==> src/rtl/dmem_arb_pkg.sv <==
// Shared definitions for the data-memory arbiter and data_mem.
package dmem_arb_pkg;

   localparam int unsigned BE_WIDTH  = 4;
   localparam int unsigned LT_WIDTH  = 3;
   localparam int unsigned CNT_WIDTH = 8;

   typedef enum logic [1:0] {
      ARB   = 2'd0,
      LOCK1 = 2'd1,
      YIELD = 2'd2
   } arb_state_t;

   // funct3 load encodings understood by data_mem
   typedef enum logic [LT_WIDTH-1:0] {
      LT_LB  = 3'b000,
      LT_LH  = 3'b001,
      LT_LW  = 3'b010,
      LT_LBU = 3'b100,
      LT_LHU = 3'b101
   } load_type_t;

   // Control fields of one memory request
   typedef struct packed {
      logic                we;
      logic [BE_WIDTH-1:0] be;
      logic [LT_WIDTH-1:0] load_type;
   } req_ctrl_t;

endpackage

==> src/rtl/dmem_arb_port_ret.sv <==
// Registered read-return stage for one arbiter port.
module dmem_arb_port_ret #(
   parameter int unsigned DATA_WIDTH = 32
) (
   input  logic                  clk,
   input  logic                  rst_n,
   input  logic                  gnt,
   input  logic                  we,
   input  logic [DATA_WIDTH-1:0] rd_data,
   output logic                  rvalid,
   output logic [DATA_WIDTH-1:0] rdata
);

   // Capture load data on a load grant; rdata holds between loads
   always_ff @(posedge clk or negedge rst_n) begin
      if (!rst_n) begin
         rvalid <= 1'b0;
         rdata  <= '0;
      end else begin
         rvalid <= gnt & ~we;
         if (gnt && !we) begin
            rdata <= rd_data;
         end
      end
   end

endmodule

==> src/rtl/dmem_arbiter.sv <==
// Two-port arbiter for data_mem: port 0 fixed priority, port 1 starvation-protected with lock bursts.
module dmem_arbiter
   import dmem_arb_pkg::*;
#(
   parameter int unsigned ADDR_WIDTH   = 32,
   parameter int unsigned DATA_WIDTH   = 32,
   parameter int unsigned STARVE_LIMIT = 8,
   parameter int unsigned LOCK_MAX     = 16
) (
   input  logic                  clk,
   input  logic                  rst_n,
   input  logic                  p0_req,
   input  logic                  p0_we,
   input  logic [BE_WIDTH-1:0]   p0_be,
   input  logic [LT_WIDTH-1:0]   p0_load_type,
   input  logic [ADDR_WIDTH-1:0] p0_addr,
   input  logic [DATA_WIDTH-1:0] p0_wdata,
   output logic                  p0_gnt,
   output logic                  p0_rvalid,
   output logic [DATA_WIDTH-1:0] p0_rdata,
   input  logic                  p1_req,
   input  logic                  p1_we,
   input  logic [BE_WIDTH-1:0]   p1_be,
   input  logic [LT_WIDTH-1:0]   p1_load_type,
   input  logic [ADDR_WIDTH-1:0] p1_addr,
   input  logic [DATA_WIDTH-1:0] p1_wdata,
   input  logic                  p1_lock,
   output logic                  p1_gnt,
   output logic                  p1_rvalid,
   output logic [DATA_WIDTH-1:0] p1_rdata,
   output logic                  mem_wr_en,
   output logic                  mem_rd_en,
   output logic [BE_WIDTH-1:0]   mem_write_byte_enable,
   output logic [LT_WIDTH-1:0]   mem_load_type,
   output logic [ADDR_WIDTH-1:0] mem_addr,
   output logic [DATA_WIDTH-1:0] mem_wr_data,
   input  logic [DATA_WIDTH-1:0] mem_rd_data
);

   arb_state_t           state;
   logic [CNT_WIDTH-1:0] wait_cnt;
   logic [CNT_WIDTH-1:0] lock_cnt;
   logic [CNT_WIDTH-1:0] lock_inc;
   logic                 starved;
   req_ctrl_t            p0_ctrl;
   req_ctrl_t            p1_ctrl;
   req_ctrl_t            sel_ctrl;

   assign starved  = (wait_cnt == CNT_WIDTH'(STARVE_LIMIT));
   assign lock_inc = lock_cnt + CNT_WIDTH'(1);
   assign p0_ctrl  = '{we: p0_we, be: p0_be, load_type: p0_load_type};
   assign p1_ctrl  = '{we: p1_we, be: p1_be, load_type: p1_load_type};

   // Grant decision; nothing is granted while reset is asserted
   always_comb begin
      p0_gnt = 1'b0;
      p1_gnt = 1'b0;
      if (rst_n) begin
         case (state)
            ARB: begin
               if (p1_req && (!p0_req || starved)) begin
                  p1_gnt = 1'b1;
               end else if (p0_req) begin
                  p0_gnt = 1'b1;
               end
            end
            LOCK1:   p1_gnt = p1_req;
            YIELD:   p0_gnt = p0_req;
            default: ;
         endcase
      end
   end

   // Drive the winner's fields onto data_mem; all zero when idle
   always_comb begin
      sel_ctrl    = '0;
      mem_addr    = '0;
      mem_wr_data = '0;
      if (p1_gnt) begin
         sel_ctrl    = p1_ctrl;
         mem_addr    = p1_addr;
         mem_wr_data = p1_wdata;
      end else if (p0_gnt) begin
         sel_ctrl    = p0_ctrl;
         mem_addr    = p0_addr;
         mem_wr_data = p0_wdata;
      end
      mem_wr_en             = (p0_gnt | p1_gnt) & sel_ctrl.we;
      mem_rd_en             = (p0_gnt | p1_gnt) & ~sel_ctrl.we;
      mem_write_byte_enable = sel_ctrl.be;
      mem_load_type         = sel_ctrl.load_type;
   end

   // Arbitration state, starvation counter and lock-length counter
   always_ff @(posedge clk or negedge rst_n) begin
      if (!rst_n) begin
         state    <= ARB;
         wait_cnt <= '0;
         lock_cnt <= '0;
      end else begin
         if (p1_req && !p1_gnt) begin
            if (!starved) begin
               wait_cnt <= wait_cnt + CNT_WIDTH'(1);
            end
         end else begin
            wait_cnt <= '0;
         end

         case (state)
            ARB: begin
               if (p1_gnt && p1_lock) begin
                  lock_cnt <= CNT_WIDTH'(1);
                  state    <= (LOCK_MAX == 1) ? YIELD : LOCK1;
               end
            end
            LOCK1: begin
               if (!p1_req) begin
                  lock_cnt <= '0;
                  state    <= ARB;
               end else if (lock_inc == CNT_WIDTH'(LOCK_MAX)) begin
                  lock_cnt <= lock_inc;
                  state    <= YIELD;
               end else if (!p1_lock) begin
                  lock_cnt <= '0;
                  state    <= ARB;
               end else begin
                  lock_cnt <= lock_inc;
               end
            end
            YIELD: begin
               lock_cnt <= '0;
               state    <= ARB;
            end
            default: begin
               lock_cnt <= '0;
               state    <= ARB;
            end
         endcase
      end
   end

   dmem_arb_port_ret #(.DATA_WIDTH(DATA_WIDTH)) u_ret0 (
      .clk     (clk),
      .rst_n   (rst_n),
      .gnt     (p0_gnt),
      .we      (p0_we),
      .rd_data (mem_rd_data),
      .rvalid  (p0_rvalid),
      .rdata   (p0_rdata)
   );

   dmem_arb_port_ret #(.DATA_WIDTH(DATA_WIDTH)) u_ret1 (
      .clk     (clk),
      .rst_n   (rst_n),
      .gnt     (p1_gnt),
      .we      (p1_we),
      .rd_data (mem_rd_data),
      .rvalid  (p1_rvalid),
      .rdata   (p1_rdata)
   );

endmodule

==> config.mk <==
export PLATFORM = sky130hd
export DESIGN_NAME = dmem_arbiter
export DESIGN_NICKNAME = d
export VERILOG_FILES = /design/src/rtl/dmem_arb_pkg.sv /design/src/rtl/dmem_arb_port_ret.sv /design/src/rtl/dmem_arbiter.sv
export SDC_FILE = /design/constraint.sdc
export NUM_CORES = 1
export LEC_CHECK = 0
export ABC_AREA = 1
export BUFFER_PORTS_ARGS = -buffer_cell sky130_fd_sc_hd__clkbuf_2
export CELL_PAD_IN_SITES_DETAIL_PLACEMENT = 1
export CELL_PAD_IN_SITES_GLOBAL_PLACEMENT = 2
export CORE_ASPECT_RATIO = 0.6
export CORE_UTILIZATION = 22
export CTS_CLUSTER_DIAMETER = 200
export DETAILED_ROUTE_END_ITERATION = 10
export MAX_ROUTING_LAYER = met4
export PLACE_DENSITY = 0.85
export SYNTH_ARGS = -nofsm -noshare
export SYNTH_HDL_FRONTEND = slang
export SYNTH_SLANG_ARGS = --single-unit
export TNS_END_PERCENT = 5
==> constraint.sdc <==
create_clock -name clk -period 5.3 [get_ports clk]
set_input_delay 1.06 -clock clk [delete_from_list [all_inputs] [get_ports clk]]
set_output_delay 1.06 -clock clk [all_outputs]
set_load 0.05 [all_outputs]
## Yosys cells after proc, flatten, opt, wreduce, memory -nomap -nowiden

Cells that the tools add are included.

- Bits in registers: 84
- Input bits: 181
- Logic and storage cells: 61

- Add/subtract/negate cells: 2
- Equality and inequality tests: 7
- Multiplexer cells: 25
- Bitwise logic cells: 8
- Reduce and logical (&&, ||, !) cells: 12

Operator list:

| operator | number |
|---|---|
| $mux W32 | 4 |
| $mux W8 | 8 |
| $add A8 B1 Y8 const B | 2 |
| $pmux W8 S2 | 1 |
| $eq A8 B4 Y1 const B | 1 |
| $eq A8 B5 Y1 const B | 1 |
| $mux W2 | 4 |
| $logic_and A1 B1 Y1 | 5 |
| $mux W1 | 5 |
| $and A1 B1 Y1 | 4 |
| $logic_not A1 Y1 | 4 |
| $ne A2 B2 Y1 const B | 2 |
| $ne A4 B4 Y1 const B | 1 |
| $pmux W1 S2 | 2 |
| $pmux W2 S2 | 1 |
| $not A1 Y1 | 3 |
| $eq A2 B1 Y1 const B | 1 |
| $eq A2 B2 Y1 const B | 1 |
| $logic_not A2 Y1 | 1 |
| $reduce_and A2 Y1 | 1 |
| $logic_or A1 B1 Y1 | 1 |
| $or A1 B1 Y1 | 1 |

## Logic depth before layout (Yosys ltp)

- Depth in word-level cells: 10
- Depth in mapped cells: 12
- Gate-level depth less buffers: 11

## By module

From an unflattened synthesis, not the netlist that was laid out.

- Cells, all modules: 667
- Area total of the unflattened synthesis: 4817.1 sq um

By module, submodules not included:

| module | times used | cells an instance | area an instance (sq um) | sequential area each (sq um) |
|---|---|---|---|---|
| dmem_arb_port_ret | 2 | 142 | 1367.6 | 825.8 |
| dmem_arbiter | 1 | 383 | 2082.0 | 450.4 |

## Worst setup path after synthesis

No wires, ideal clock.

- Path type: input port to output port
- Start point: input p0_req
- End point: output mem_addr[22]
- Arrival time: 2588 ps
- Required time: 4240 ps
- Setup slack: 1652 ps
- Stages on the path: 7
- Cell sequence: inv_1 -> nor3_1 -> nand2_2 -> inv_2 -> clkbuf_1 -> nand2_1 -> nand2_1

- Longest elaborated chain between the ends: 8
- Elaborated cells between the ends (all ways): 12

Ends and longest elaborated chain:

| item | line | RTL |
|---|---|---|
| start, declared | dmem_arbiter.sv:12 | `input logic p0_req,` |
| $logic_not A1 Y1 | dmem_arbiter.sv:61 | `if (p1_req && (!p0_req \|\| starved)) begin` |
| $logic_or A1 B1 Y1 | dmem_arbiter.sv:61 |  |
| $logic_and A1 B1 Y1 | dmem_arbiter.sv:61 |  |
| $mux W1 | dmem_arbiter.sv:61 |  |
| $pmux W1 S2 (*) | dmem_arbiter.sv:59 | `case (state)` |
| $mux W1 (*) | dmem_arbiter.sv:58 | `if (rst_n) begin` |
| via p0_gnt | dmem_arbiter.sv:18 | `output logic p0_gnt,` |
| $mux W32 (*) | dmem_arbiter.sv:83 | `end else if (p0_gnt) begin` |
| $mux W32 (*) | dmem_arbiter.sv:79 | `if (p1_gnt) begin` |
| end, declared | dmem_arbiter.sv:35 | `output logic [ADDR_WIDTH-1:0] mem_addr,` |

Mark *: on every way through the listed nets, which the timed path passes. The rest lies on a longest branch.

## Final worst setup path

- Start point: input rst_n
- End point: output mem_wr_data[22]

- Longest elaborated chain between the ends: 3
- Elaborated cells between the ends (all ways): 4

Ends and longest elaborated chain:

| item | line | RTL |
|---|---|---|
| start, declared | dmem_arbiter.sv:11 | `input logic rst_n,` |
| $mux W1 | dmem_arbiter.sv:58 |  |
| $mux W32 | dmem_arbiter.sv:83 |  |
| $mux W32 (*) | dmem_arbiter.sv:79 |  |
| end, declared | dmem_arbiter.sv:36 | `output logic [DATA_WIDTH-1:0] mem_wr_data,` |

Mark *: on every way between the ends. The rest lies on a longest branch, timed or not.

==> flow_metrics.tcl <==
set metrics [dict create \
    antenna_found_initial 0 \
    slew_viol_final 0 \
    rsz0062_at_grt "no" \
    clkTransAtPathRegs_ns 0.06 \
    fin_setup_tns_ns 0 \
    drt_wl_total_mm 18.3 \
    stdcell_count 1219 \
    path_depth 9 \
    critical-path-top-delay-family "buffers and inverters" \
    finalPower_mw 2.35 \
    startpoint "rst_n" \
    critPathCaptureType "primary output" \
    syn-num-nets 817 \
    min_path_type "flip-flop to flip-flop" \
    crit_fanout 34 \
    synth_edf_count 0 \
    syn_area_per_cell_um2 7.38 \
    post-cts-setup-buffers 0 \
    cts_resized 0 \
    die_y_um 115 \
    drt-pass1-iter-count 4 \
    ys_seq_elements 84 \
    timing.rr.start "wait_cnt[0]" \
    clock_sinks 84 \
    yosys.area.top_type "dfrtp_1" \
    worst_pin_slew_ns 0.942 \
    vias 5041 \
    period_share_pct 77.0 \
    numCtsBuffers 9 \
    cap_violations 0 \
    synth_seq_area_share_pct 45.0 \
    drtAntennaViolNets 0 \
    yosys.area.top_type_share_pct 45.0 \
    wire_per_inst_um 15.0 \
    slowest_delay_ns 0.40 \
    p_per_area_nw_per_um2 350 \
    dieArea_um2 21800 \
    holdBufCountCts 0 \
    core_area_um2 20400 \
    clock_path_buffers 2 \
    p_leak_nw 4.04 \
    drtIter0Drc 177 \
    grt_max_degree 66 \
    cp_data_arrival_time_ns 3.02 \
    routabilityCongestion 0.791 \
    netlist_area_um2 4670 \
    netlist_instances 633 \
    die_x_um 190 \
    r2r_cells 10 \
    fmax_mhz 245 \
    async_reset_ff_share_pct 100 \
    initial_utilization_pct 22.9 \
    finalHoldViolCount 0 \
    track_usage_pct 16.9 \
    grt_pass1_wl_mm 27.9 \
    critPathKind "primary input to primary output" \
    outcome "completed" \
    synth_top_flop_cell "dfrtp_1" \
    crit_slowest_cell "buf_4" \
    syn2layout_area_growth_pct 43.9 \
    hold_start "u_ret0.rdata[19]" \
    dp.cells 1202 \
    fillers 2666 \
    setup_violations 0 \
    grt_pass1_vias 4968 \
    clock_skew_ns 0.00854 \
    synthTopCellsByArea "dfrtp_1, nand2_1, o21ai_2, inv_1, o21ai_1" \
    cp_num_buf_inv 5 \
    cts_tree "yes" \
    yosysMostFrequentCell "nand2_1" \
    io_pins 322 \
    route.detailed.drc 0 \
    max-vdd-ir-drop_v 0.000191 \
    io_buffer_count 321 \
    rows 40 \
    cp-start-kind "primary input" \
    maxSlewHeadroom_pct 37.2 \
    required_ns 4.24 \
    place_hpwl_mm 14.7 \
    synth_cell_types 31 \
    holdWs_ns 0.482 \
    drive_gt1_share_pct 40.5 \
    clk_latency_ns 0.34 \
    overflow 0 \
    period_needed_ns 4.08 \
    yosys_warnings 0 \
    whs_path_depth 2 \
    h-tree-depth 3 \
    root_buffer "clkbuf_16" \
    fin_nets 1124 \
    avgViaCountPerCell 4.14 \
    synthTopCellsByCount "nand2_1, dfrtp_1, inv_1" \
    worstPathCellList "buf_4 -> inv_1 -> nor3_1 -> nand2_2 -> inv_2 -> buf_4 -> nand2_1 -> nand2_1 -> clkbuf_2" \
]
==> cells in the final DEF (no fill, tap or decap), types with 2 or more instances in the layout <==
cell	instances
nor3_1	5
nand2_1	312
inv_1	64
buf_12	2
buf_4	5
nand4_1	5
clkinvlp_4	2
nor2_1	21
o21ai_1	30
a22o_1	2
o21ai_2	30
clkbuf_2	319
a21oi_1	5
nand3_2	2
o21ai_0	16
dfrtp_1	84
nand3_1	11
ha_1	3
nand2_2	2
inv_6	2
clkbuf_16	9
inv_2	2
==> sequential cells by signal (all words and copies together), names as in the netlist <==
signal and cells:
u_ret1.rvalid 1, u_ret1.rdata 32, state 2, u_ret0.rdata 32, lock_cnt 8, wait_cnt 8, u_ret0.rvalid 1
==> path summary, 6_finish.rpt <==
path	endpoint	slack, ns
worst min register to register	u_ret0.rdata[19]	0.48
worst max-delay path	mem_wr_data[22]	1.22
worst max register to register	u_ret1.rdata[2]	2.93
max in group asynchronous	lock_cnt[0]	3.53
worst min-delay path	u_ret0.rdata[19]	0.48
min in group asynchronous	u_ret1.rdata[9]	0.66
==> metrics by stage <==
stage	util (%)	setup slack, ns	area (um2)
after floorplan	-	1.65	4670
after global placement	31.4	1.22	6420
after detailed placement	31.4	1.18	6420
after CTS	32.9	1.18	6720
after global routing	32.9	0.958	6720
final	32.9	1.22	6720
==> cell families after synthesis <==
logic type               synth area share, %
AND/OR/NAND/NOR                         31.3
buffers and inverters                   11.1
AO/OA/AOI/OAI                           11.6
flip-flops                              45.0
adder cells (fa/ha/maj)                0.804
XOR/XNOR                               0.188
==> power breakdown <==
part           internal, mW  leakage [nW]  total [mW]  switching, mW
Clock                 0.370         0.140       0.638          0.268
Combinational         0.212          2.83       0.919          0.707
Sequential            0.740          1.08       0.798         0.0576
Total                  1.32          4.04        2.35           1.03
==> layout make-up <==
cell class / instances / area, um2 / share of cell area [%]
flip-flops and latches: 84 / 2100 / 31.3
multi-input cells: 453 / 2050 / 30.5
repair buffers: 326 / 1670 / 24.9
well taps: 273 / 342 / 5.08
inverters: 66 / 248 / 3.69
clock buffers: 10 / 229 / 3.41
clock inverters: 6 / 71.3 / 1.06
diodes: 1 / 2.50 / 0.0372
==> tightest hold or removal path, cell delays in order, from the launching register on <==
cell and delay (ns):
dfrtp_1 0.34, nand2_1 0.06, o21ai_2 0.05
==> layer usage <==
metal | up-vias | routed length [um] | share of wire (%) | track usage, %
met5 | - | 0 | 0 | -
met4 | 0 | 236 | 1.3 | 4.00
met3 | 15 | 912 | 5.0 | 3.36
met2 | 135 | 7950 | 43 | 23.7
met1 | 2326 | 9200 | 50 | 24.5
li1 | 2565 | - | - | -
(Power assumes the default switching activity.)
